**src/rtl/issue_ctrl_pkg.sv**
```systemverilog
// Shared issue-stage types: execution unit indices, long-latency mask, flush states.
package issue_ctrl_pkg;

    localparam int NB_UNIT  = 4;
    localparam int UNIT_ALU = 0;
    localparam int UNIT_BRU = 1;
    localparam int UNIT_LSU = 2;
    localparam int UNIT_MUL = 3;

    localparam logic [NB_UNIT-1:0] LONG_LAT_MASK =
        NB_UNIT'((1 << UNIT_LSU) | (1 << UNIT_MUL));

    typedef enum logic [1:0] {
        ST_IDLE       = 2'd0,
        ST_FLUSH      = 2'd1,
        ST_FLUSH_DLY1 = 2'd2
    } flush_state_t;

    function automatic logic is_long_lat(input logic [NB_UNIT-1:0] unit);
        return |(unit & LONG_LAT_MASK);
    endfunction

endpackage

```
**src/rtl/issue_ctrl_scoreboard.sv**
```systemverilog
// Per-register pending-write bits; set wins over a same-cycle clear.
module scoreboard (
    input  logic        clk,
    input  logic        reset_n,
    input  logic        i_set_v,
    input  logic [4:0]  i_set_adr,
    input  logic        i_clr_v,
    input  logic [4:0]  i_clr_adr,
    output logic [31:0] o_pending
);

    logic [31:1] r_pend;
    logic [31:0] w_set;
    logic [31:0] w_clr;
    logic [31:0] w_next;

    always_comb begin
        w_set  = i_set_v ? (32'd1 << i_set_adr) : 32'd0;
        w_clr  = i_clr_v ? (32'd1 << i_clr_adr) : 32'd0;
        w_next = ({r_pend, 1'b0} & ~w_clr) | w_set;
    end

    always_ff @(posedge clk) begin
        if (!reset_n) begin
            r_pend <= '0;
        end else begin
            r_pend <= w_next[31:1];
        end
    end

    // x0 is never written, so its bit is hardwired clear
    assign o_pending = {r_pend, 1'b0};

endmodule

```
**src/rtl/issue_ctrl.sv**
```systemverilog
// Decode-to-execute issue control: RAW/WAW hazard check, flush sequencing,
// stall statistics.
module issue_ctrl
    import issue_ctrl_pkg::*;
(
    input  logic               clk,
    input  logic               reset_n,
    input  logic               dec_instr_v_i,
    input  logic               dec_rs1_v_i,
    input  logic [4:0]         dec_rs1_adr_i,
    input  logic               dec_rs2_v_i,
    input  logic [4:0]         dec_rs2_adr_i,
    input  logic               dec_rd_v_i,
    input  logic [4:0]         dec_rd_adr_i,
    input  logic [NB_UNIT-1:0] dec_unit_i,
    input  logic               exe_ready_i,
    input  logic               wb_v_i,
    input  logic [4:0]         wb_rd_adr_i,
    input  logic               branch_flush_i,
    output logic               dec_stall_o,
    output logic               issue_v_o,
    output logic               flush_v_q_o,
    output logic               flush_v_q_dly1_o,
    output logic [31:0]        sb_pending_o,
    output logic [15:0]        stall_cnt_o
);

    flush_state_t r_state;
    flush_state_t w_state_nxt;
    logic [15:0]  r_stall_cnt;
    logic [31:0]  w_pending;
    logic [31:0]  w_wb_mask;
    logic [31:0]  w_busy;
    logic         w_hazard;
    logic         w_flush_act;
    logic         w_stall;
    logic         w_issue;
    logic         w_sb_set;

    scoreboard u_sb (
        .clk       (clk),
        .reset_n   (reset_n),
        .i_set_v   (w_sb_set),
        .i_set_adr (dec_rd_adr_i),
        .i_clr_v   (wb_v_i),
        .i_clr_adr (wb_rd_adr_i),
        .o_pending (w_pending)
    );

    // A register being written back this cycle is forwarded by the RF
    always_comb begin
        w_wb_mask   = wb_v_i ? (32'd1 << wb_rd_adr_i) : 32'd0;
        w_busy      = w_pending & ~w_wb_mask;
        w_hazard    = dec_instr_v_i &
                      ((dec_rs1_v_i & w_busy[dec_rs1_adr_i]) |
                       (dec_rs2_v_i & w_busy[dec_rs2_adr_i]) |
                       (dec_rd_v_i  & w_busy[dec_rd_adr_i]));
        w_flush_act = branch_flush_i | (r_state != ST_IDLE);
        w_stall     = dec_instr_v_i & (w_hazard | ~exe_ready_i) & ~w_flush_act;
        w_issue     = dec_instr_v_i & ~w_stall & ~w_flush_act;
        w_sb_set    = w_issue & dec_rd_v_i & (dec_rd_adr_i != 5'd0) &
                      is_long_lat(dec_unit_i);
    end

    always_comb begin
        w_state_nxt = r_state;
        unique case (r_state)
            ST_IDLE:       w_state_nxt = branch_flush_i ? ST_FLUSH : ST_IDLE;
            ST_FLUSH:      w_state_nxt = ST_FLUSH_DLY1;
            ST_FLUSH_DLY1: w_state_nxt = branch_flush_i ? ST_FLUSH : ST_IDLE;
            default:       w_state_nxt = ST_IDLE;
        endcase
    end

    always_ff @(posedge clk) begin
        if (!reset_n) begin
            r_state     <= ST_IDLE;
            r_stall_cnt <= '0;
        end else begin
            r_state <= w_state_nxt;
            if (w_stall && (r_stall_cnt != 16'hFFFF)) begin
                r_stall_cnt <= r_stall_cnt + 16'd1;
            end
        end
    end

    assign dec_stall_o      = w_stall;
    assign issue_v_o        = w_issue;
    assign flush_v_q_o      = (r_state == ST_FLUSH);
    assign flush_v_q_dly1_o = (r_state == ST_FLUSH_DLY1);
    assign sb_pending_o     = w_pending;
    assign stall_cnt_o      = r_stall_cnt;

endmodule

```
**config.mk**
```make
export PLATFORM = sky130hd
export DESIGN_NAME = issue_ctrl
export DESIGN_NICKNAME = d
export VERILOG_FILES = /design/src/rtl/issue_ctrl_pkg.sv /design/src/rtl/issue_ctrl_scoreboard.sv /design/src/rtl/issue_ctrl.sv
export SDC_FILE = /design/constraint.sdc
export NUM_CORES = 1
export LEC_CHECK = 0
export ABC_AREA = 1
export CAP_MARGIN = 20
export CORE_MARGIN = 2
export CORE_UTILIZATION = 52
export DETAILED_ROUTE_END_ITERATION = 8
export GPL_TIMING_DRIVEN = 0
export PLACE_DENSITY = 0.82
export SYNTH_ARGS = -nofsm -noshare
export SYNTH_HDL_FRONTEND = slang
export SYNTH_SLANG_ARGS = --single-unit
```
**constraint.sdc**
```tcl
create_clock -name clk -period 2.5 [get_ports clk]
set_input_delay 0.375 -clock clk [delete_from_list [all_inputs] [get_ports clk]]
set_output_delay 0.375 -clock clk [all_outputs]
set_load 0.01 [all_outputs]
```
# Yosys cells after proc, flatten, opt, wreduce, memory -nomap -nowiden

Cells that the tools add are included.

Flip-flop bits (word level): 49
Bits of input ports: 33
Output and inout port bits: 52
Logic and storage cells: 49

Add/sub/neg operators: 1
$lt $le $gt $ge: 3
Eq/ne operators: 3
Shift-type cells: 2
Muxes and demuxes: 10
Bitwise gates (word level): 21
Reductions and logical operators: 6

Operators by type and width:

| cell                                                | number |
|---|---|
| 2-to-1 mux 32 bit                                   | 2 |
| << shifter 1 x 5 -> 32 bit, first input constant    | 2 |
| AND 32 bit                                          | 1 |
| inverter 32 bit                                     | 1 |
| bitwise OR 32 bit                                   | 1 |
| < comparator 5 x 6 -> 1 bit, second input constant  | 3 |
| adder 16 x 1 -> 16 bit, second input constant       | 1 |
| inequality test 16 bit, second input constant       | 1 |
| binary-select mux 1 bit (select 5 bit)              | 3 |
| AND 1 bit                                           | 11 |
| nonzero test 5 bit                                  | 1 |
| 2-to-1 mux 1 bit                                    | 4 |
| bitwise OR 1 bit                                    | 4 |
| one-hot mux 2 bit (2 select lines)                  | 1 |
| OR reduction 2 bit                                  | 2 |
| inverter 1 bit                                      | 3 |
| equality test 2 x 1 -> 1 bit, second input constant | 1 |
| equality test 2 bit, second input constant          | 1 |
| zero test 2 bit                                     | 1 |
| nonzero test 2 bit                                  | 1 |
| logical AND 1 bit                                   | 1 |

# Logic depth before layout (Yosys ltp)

Gate-level depths: netlist (run 1).

Depth in word-level cells: 21
Gate-level depth with buffers: 20

# By module

A second synthesis (run 1) with hierarchy kept.

Cells, all modules: 665
Area total of the unflattened synthesis: 3995.1 µm²

By module, submodules not included:

| module     | times used | cells an instance | area each (µm²) | seq. area each (µm²) |
|---|---|---|---|---|
| issue_ctrl | 1          | 444               | 2504.9          | 360.3 |
| scoreboard | 1          | 221               | 1490.2          | 620.6 |

# Worst setup path before layout (run 1)

OpenSTA, ideal clock, no wires.

Path type: input-to-output
From: input port wb_v_i
To: output port issue_v_o
Arrival time: 1.855 ns
Required time: 2.125 ns
Path slack: 0.270 ns
Cell stages on the path: 14
Path buffers: 2
Cell sequence: inv_1 -> nor2_4 -> buf_4 -> nand3_1 -> nand3_1 -> nand3_1 -> nand3_1 -> nand3_1 -> nand3_1 -> nand2_1 -> a21oi_2 -> nand2_4 -> buf_4 -> nor2_1

Longest elaborated chain between the ends: 15

Ends and longest elaborated chain:

| item                                                      | line                               | text |
|---|---|---|
| from (decl)                                               | issue_ctrl.sv:17                   | `input logic wb_v_i,` |
| 2-to-1 mux 32 bit *                                       | issue_ctrl.sv:52                   | `w_wb_mask = wb_v_i ? (32'd1 << wb_rd_adr_i) : 32'd0;` |
| inverter 32 bit *                                         | issue_ctrl.sv:53                   | `w_busy = w_pending & ~w_wb_mask;` |
| AND 32 bit *                                              | issue_ctrl.sv:53                   |  |
| binary-select mux 1 bit (select 5 bit) (on tied branches) | issue_ctrl.sv:55, issue_ctrl.sv:56 |  |
| 2-to-1 mux 1 bit (on tied branches)                       | issue_ctrl.sv:55, issue_ctrl.sv:56 |  |
| AND 1 bit (on tied branches)                              | issue_ctrl.sv:55, issue_ctrl.sv:56 |  |
| bitwise OR 1 bit                                          | issue_ctrl.sv:55                   | `((dec_rs1_v_i & w_busy[dec_rs1_adr_i]) \|` |
| bitwise OR 1 bit *                                        | issue_ctrl.sv:56                   | `(dec_rs2_v_i & w_busy[dec_rs2_adr_i]) \|` |
| AND 1 bit *                                               | issue_ctrl.sv:54                   | `w_hazard = dec_instr_v_i &` |
| bitwise OR 1 bit *                                        | issue_ctrl.sv:59                   | `w_stall = dec_instr_v_i & (w_hazard \| ~exe_ready_i) & ~w_flush_act;` |
| AND 1 bit * (2 in series)                                 | issue_ctrl.sv:59                   |  |
| inverter 1 bit *                                          | issue_ctrl.sv:60                   | `w_issue = dec_instr_v_i & ~w_stall & ~w_flush_act;` |
| AND 1 bit * (2 in series)                                 | issue_ctrl.sv:60                   |  |
| to (decl)                                                 | issue_ctrl.sv:21                   | `output logic issue_v_o,` |

Mark *: on every way between the ends. The rest lies on a longest branch, timed or not. The select of a mux whose other input is x is not followed.

# Worst setup path in the final report (run 1)

From: input port wb_rd_adr_i[3]
To: output port dec_stall_o

Longest elaborated chain between the ends: 13

Ends and longest elaborated chain:

| item                                                      | line                               | text |
|---|---|---|
| from (decl)                                               | issue_ctrl.sv:18                   | `input logic [4:0] wb_rd_adr_i,` |
| << shifter 1 x 5 -> 32 bit *                              | issue_ctrl.sv:52                   |  |
| 2-to-1 mux 32 bit *                                       | issue_ctrl.sv:52                   |  |
| inverter 32 bit *                                         | issue_ctrl.sv:53                   |  |
| AND 32 bit *                                              | issue_ctrl.sv:53                   |  |
| binary-select mux 1 bit (select 5 bit) (on tied branches) | issue_ctrl.sv:55, issue_ctrl.sv:56 |  |
| 2-to-1 mux 1 bit (on tied branches)                       | issue_ctrl.sv:55, issue_ctrl.sv:56 |  |
| AND 1 bit (on tied branches)                              | issue_ctrl.sv:55, issue_ctrl.sv:56 |  |
| bitwise OR 1 bit                                          | issue_ctrl.sv:55                   |  |
| bitwise OR 1 bit *                                        | issue_ctrl.sv:56                   |  |
| AND 1 bit *                                               | issue_ctrl.sv:54                   |  |
| bitwise OR 1 bit *                                        | issue_ctrl.sv:59                   |  |
| AND 1 bit * (2 in series)                                 | issue_ctrl.sv:59                   |  |
| to (decl)                                                 | issue_ctrl.sv:20                   | `output logic dec_stall_o,` |

Marked as above.

==> results of run 1 <==
[stage by stage]
step	cell area [sq um]	total power (uW)	hold slack (ps)	std cells	TNS (ps)
2_1_floorplan	3816	1045	426.0	638	0
3_3_place_gp	4691	1183	442.7	812	-29280
3_5_place_dp	4691	1186	476.7	812	-28790
4_1_cts	5291	1808	507.3	849	-7.232
5_1_grt	5429	1921	524.6	851	-293.3
6_report	5429	1858	499.7	851	-193.5
[placed cells by master (no fill, tap or decap), types with 2 or more instances in the layout]
cell / instances
nor2_2: 9
clkbuf_1: 11
nor2_1: 55
nand4_1: 53
clkinv_4: 2
xnor2_1: 6
clkbuf_2: 8
inv_2: 9
clkbuf_8: 5
nand3_4: 2
nand3_1: 127
inv_1: 33
nand2_1: 114
clkbuf_4: 2
buf_2: 4
nor3_1: 4
nand3_2: 28
buf_4: 35
nor4_1: 6
clkinvlp_4: 2
buf_1: 4
dfxtp_1: 49
buf_8: 5
a21oi_2: 2
nand2_4: 3
nor2_4: 9
xor2_1: 7
inv_4: 4
buf_6: 8
clkdlybuf4s50_1: 65
nand2_2: 13
a21oi_1: 51
[cells by family after synthesis]
family | Yosys count | share of synthesized area [%]
xor gates and xnor gates | 13 | 2.984
AOI/OAI and AO/OA | 60 | 8.328
DFF | 49 | 25.70
buffers and inverters | 89 | 10.07
adders and majority gates | 1 | 0.3278
and+or+nand+nor | 425 | 52.49
other | 1 | 0.09827
[state kept, by name, summed over array words and instances, names as in the netlist]
register	cells
stall_cnt_o	16
r_state	2
u_sb.r_pend	31
[power groups by stage]
stage               sequential [uW]  combinational [uW]  clock (uW)
floorplan                       808                 238           0
global placement                807                 376           0
detailed placement              807                 379           0
CTS                             789                 450         570
global route                    790                 523         608
finish                          789                 494         575
[routing by layer]
| metal | track usage (%) | wire length, um | vias to the layer above |
|---|---|---|---|
| met2 | 64.44 | 7267 | 410 |
| met4 | 21.98 | 883 | 0 |
| met1 | 45.71 | 5798 | 2304 |
| li1 | - | - | 2417 |
| met5 | 0 | 0 | - |
| met3 | 6.947 | 1604 | 89 |
[worst max-delay path, cell delays in order]
cell and delay [ps]:
buf_4 100, inv_4 60, buf_8 130, nor3_4 280, nand2_2 150, nand3_2 90
nand3_2 70, nand3_2 80, nand3_2 100, nand2_1 80, nand2_1 60, nand3_2 120
nand2_2 70, buf_4 140, nor2_4 120, nor2_2 50, buf_2 150
[layout make-up]
class | instances | area (sq um)
inverters | 49 | 200.2
clock inverters | 3 | 46.29
repair inverters | 1 | 7.507
flip-flops and latches | 49 | 980.9
well taps | 99 | 123.9
multi-input cells | 500 | 2743
clock buffers | 5 | 68.82
fillers | 573 | 1747
repair buffers | 105 | 1010
plain buffers | 40 | 249.0
[path summary, 6_finish.rpt]
kind | end | slack (ps) | startpoint | cells after the start
setup / recovery | dec_stall_o | -110 | wb_rd_adr_i[3] | 17
hold / removal | r_state[0] | 500 | r_state[0] | 1
setup reg to reg | stall_cnt_o[14] | 210 | u_sb.r_pend[31] | 17
hold reg to reg | r_state[0] | 500 | r_state[0] | 1
[what timing repair did]
item                       4_1_cts  5_1_grt
gates cloned                     4        0
buffers inserted                25        2
pin swaps                       35       33
setup endpoints to repair       49       14
hold buffers                     0        0
resized for setup              126       40
==> results.cfg, run 1 <==
[global_route]
track_usage_pct = 38.32
grt_first_pass_wirelength_um = 23630
grt_overflow_total = 0
grt_pass1_vias = 4761
antenna_found_initial = 0
grt_max_degree = 17

[yosys]
synthTopCellsByCount = nand3_1, nand2_1, nor2_1
yosysTopAreaCellShare_pct = 25.70
yosys_warnings = 0
syn_area_sq_mm = 0.003816
synth_nets = 672
synth.most_common_cell = nand3_1
ys_async_sr_fraction_pct = 0
netlist_instances = 638
yosys.area.top_type = dfxtp_1
synth-seq-cells = 49
syn_avg_cell_area_sq_um = 5.981
ys_seq_area_share_pct = 25.70
synth_flop_cell = dfxtp_1
synthTopCellsByArea = dfxtp_1, nand3_1, nand2_1, nand4_1, a21oi_1
synth_edf_count = 0
synth.distinct_cells = 34

[floorplan]
core_area_sq_mm = 0.007176
die-area_sq_mm = 0.008040
die_x_um = 89.67
chipHeight_um = 89.67
num_rows = 31
ioPinCount = 85
start_util_pct = 53.18

[sta]
timing.fmax_mhz = 383.5
tightestPinTransition_ps = 596.2
finClkSkew_ps = 7.160
finalHoldViolCount = 0
period_share_pct = 104.3
worst_slack_ps = -107.4
min_period_ps = 2607
drv_slew = 0
slew_headroom_pct = 60.26
setup_viol = 2
rsz0062_at_grt = yes

[power_and_ir_drop]
comb_power_share_pct = 26.6
p_int_uw = 1262
p_leak_uw = 0.001986
p_sw_uw = 595.7
irDropWorstVdd_v = 0.0004012
p_clk_share_pct = 30.9
netSwitchingFraction_pct = 32.06
seqPwrFrac_pct = 42.5
power_density_mw_per_mm2 = 342.3

[run_status]
status = finished, violations left
violations = negative setup slack

[placement]
gp_congestion = 1.036
io_buffers = 75
post-place-ws_ps = -1255
dp_hpwl_um = 11310

[cts]
insertion_delay_ps = 310
cts_sinks = 49
clock_path_buffers = 2
clk_pin_slew_ps = 90
cts_buffers = 5
h-tree-depth = 2
clockRootBuffer = clkbuf_8
cts_tree = built

[setup_path]
cp-start-kind = input pin
cp_max_fo = 5
arrival_ps = 2230
crit_type = input pin to output pin
setup.worst_path.end_class = output pin
worst_ep_required_time_ps = 2120

[routing]
viasPerCell = 6.134
drc = 0
wl_per_cell_um = 18.28
drt-initial-drc-count = 553
vias = 5220
drt_pass1_iterations = 7
wl_um = 15550
ant_nets = 0

[cells_and_area]
nets = 785
diodes = 0
area_delta_synth_final_pct = 42.26
drive_gt1_share_pct = 21.01
fin_util_pct = 75.66

[worst_hold_path]
hold_path_class = register to register

[run]
maxCapViolations = 0
Power figures use the tool's default switching activity.
==> run 2: changes to the inputs <==
CTS_CLUSTER_SIZE = 24   (was default)
==> results of run 2 <==
Same layout as run 1: the final DEF is identical, and so are final timing and power.
==> run 3: changes to the inputs <==
CORE_UTILIZATION = 47   (was 52)
PLACE_DENSITY = 0.78   (was 0.82)
clock period = 2.2 ns   (was 2.5 ns; I/O delays follow)
==> run 3 against run 2 <==
The flow still finishes with violations (negative setup slack). Clock power is 2% lower. Utilization decreased by 2.9 points. Setup slack lost 250 ps. Clock skew grew 4.0 ps. Final area rose by 4.6%. Via count is 3.7% higher. Power rose by 12%. Critical path type unchanged. Largest power group unchanged.
==> results.cfg, run 3 (synthesized netlist as in run 1, its figures left out) <==
[sta]
rsz0062_at_grt = yes
worst_slack_ps = -358.1
timing.fmax_mhz = 390.9
tightestPinTransition_ps = 624.6
drv_slew = 0
finalHoldViolCount = 0
finClkSkew_ps = 11.21
min_period_ps = 2558
setup_tns_ps = -5252
slew_headroom_pct = 58.36
setup_viol = 44
period_share_pct = 116.3

[floorplan]
core_area_sq_mm = 0.007807
chipHeight_um = 94.11
num_rows = 32
start_util_pct = 48.88
ioPinCount = 85
die-area_sq_mm = 0.008857
die_x_um = 94.11

[setup_path]
cp_top_family = buffers and inverters
cp_max_fo = 10
rrSetupSlack_ps = -150
r2r-start = u_sb.r_pend[29]
crit_path_max_incr_delay_ps = 250
cp-start-kind = input pin
r2r_end = stall_cnt_o[13]
crit_type = input pin to output pin
cp-startpoint = dec_rs1_adr_i[0]
rr_worst_depth = 20
arrival_ps = 2230
setup.worst_path.end_class = output pin
cpMostUsedCell = nand3_2
path_cells = buf_2 > clkinvlp_4 > buf_4 > nand3_1 > nand3_2 > nand3_2 > nand3_2 > nand2_1 > nand2_1 > nand3_2 > nand2_2 > inv_2 > nand2_4 > buf_6 > nor2_4 > buf_6
path_buf_inv = 6
cp_slowest_cell = clkinvlp_4
worst_ep_required_time_ps = 1870

[power_and_ir_drop]
power_density_mw_per_mm2 = 366.0
p_leak_uw = 0.002060
netSwitchingFraction_pct = 34.33
p_sw_uw = 713.4
p_int_uw = 1365
p_clk_share_pct = 27.1
seqPwrFrac_pct = 43.2
irDropWorstVdd_v = 0.0003217
comb_power_share_pct = 29.7

[routing]
drt-initial-drc-count = 639
ant_nets = 0
wl_um = 16610
drt_pass1_iterations = 5
vias = 5414
drc = 0
wl_per_cell_um = 19.26
viasPerCell = 6.281

[cts]
clock_path_buffers = 2
cts_hold_buffers = 0
cts_buffers = 5
clockRootBuffer = clkbuf_8
h-tree-depth = 2
cts_sinks = 49
clk_pin_slew_ps = 100
cts_tree = built
insertion_delay_ps = 320

[worst_hold_path]
whs_endpoint = r_state[0]
worstHoldStart = r_state[0]
hold_depth = 1
hold_path_class = register to register

[cells_and_area]
drive_gt1_share_pct = 23.55
fin_cells = 862
n_fill_cell = 623
seqCellArea_sq_um = 980.9
multiInputGateArea_sq_mm = 0.002845
largest-register = u_sb.r_pend
final_common_cell = nand3_1
diodes = 0
mostFrequentLayoutCells = nand3_1, nand2_1, clkdlybuf4s50_1
largest_reg_flops = 31
nets = 793
area_delta_synth_final_pct = 48.75

[run_status]
violations = negative setup slack
status = finished, violations left

[global_route]
grt_first_pass_wirelength_um = 24340
track_usage_pct = 35.21
grt_pass1_vias = 4702
antenna_found_initial = 0
grt_overflow_total = 0
grt_max_degree = 18

[placement]
dp_hpwl_um = 11740
gp_congestion = 1.040
place_inst = 815
post-place-ws_ps = -1570
io_buffers = 75

[run]
maxCapViolations = 0
run 3: timing repair:
| action | 4_1_cts | 5_1_grt |
|---|---|---|
| cloned | 5 | 2 |
| buffers inserted | 14 | 18 |
| endpoints found under the setup margin | 49 | 48 |
| pin swaps | 31 | 46 |
| gates resized for setup | 125 | 71 |
run 3: how the worst max path moves through the flow:
stage,end,slack [ps],depth (start not counted)
after global placement,issue_v_o,-1570,16
after global routing,issue_v_o,-420,16
after floorplan,issue_v_o,60,14
after detailed placement,issue_v_o,-1570,16
after CTS,issue_v_o,-210,18
final,issue_v_o,-360,16
run 3: per-layer routing:
layer / GRT usage [%] / up-vias / part of all wire [%]
met1: 45.59 / 2394 / 38
li1: - / 2441 / -
met2: 57.62 / 485 / 45
met4: 15.22 / 0 / 5.3
met3: 5.778 / 94 / 11
met5: 0 / - / 0
run 3: final cells by class:
cell class                      instances  area share (%)
Multi-Input combinational cell        501           50.12
Timing Repair Buffer                  112           20.30
Sequential cell                        49           17.28
Buffer                                 40           4.673
Inverter                               49           3.593
Tap cell                              102           2.248
Clock buffer                            5           1.212
Clock inverter                          3          0.4408
Timing Repair inverter                  1          0.1322
run 3: power by group through the flow:
| stage | clock, uW | sequential (uW) | combinational [uW] |
|---|---|---|---|
| after floorplan | 0 | 918 | 270 |
| after global placement | 0 | 917 | 430 |
| after detailed placement | 0 | 917 | 431 |
| after CTS | 563 | 897 | 519 |
| after global routing | 590 | 898 | 652 |
| final | 563 | 897 | 617 |
run 3: through the flow:
step | hold WS [ps] | power (uW) | utilization, % | area [sq um]
after detailed placement | 447.5 | 1348 | 60.13 | 4695
final | 475.9 | 2078 | 72.71 | 5677
after CTS | 479.8 | 1979 | 67.08 | 5238
after global routing | 498.7 | 2141 | 72.71 | 5677
after global placement | 435.2 | 1347 | 60.13 | 4695
after floorplan | 426.0 | 1188 | - | 3816
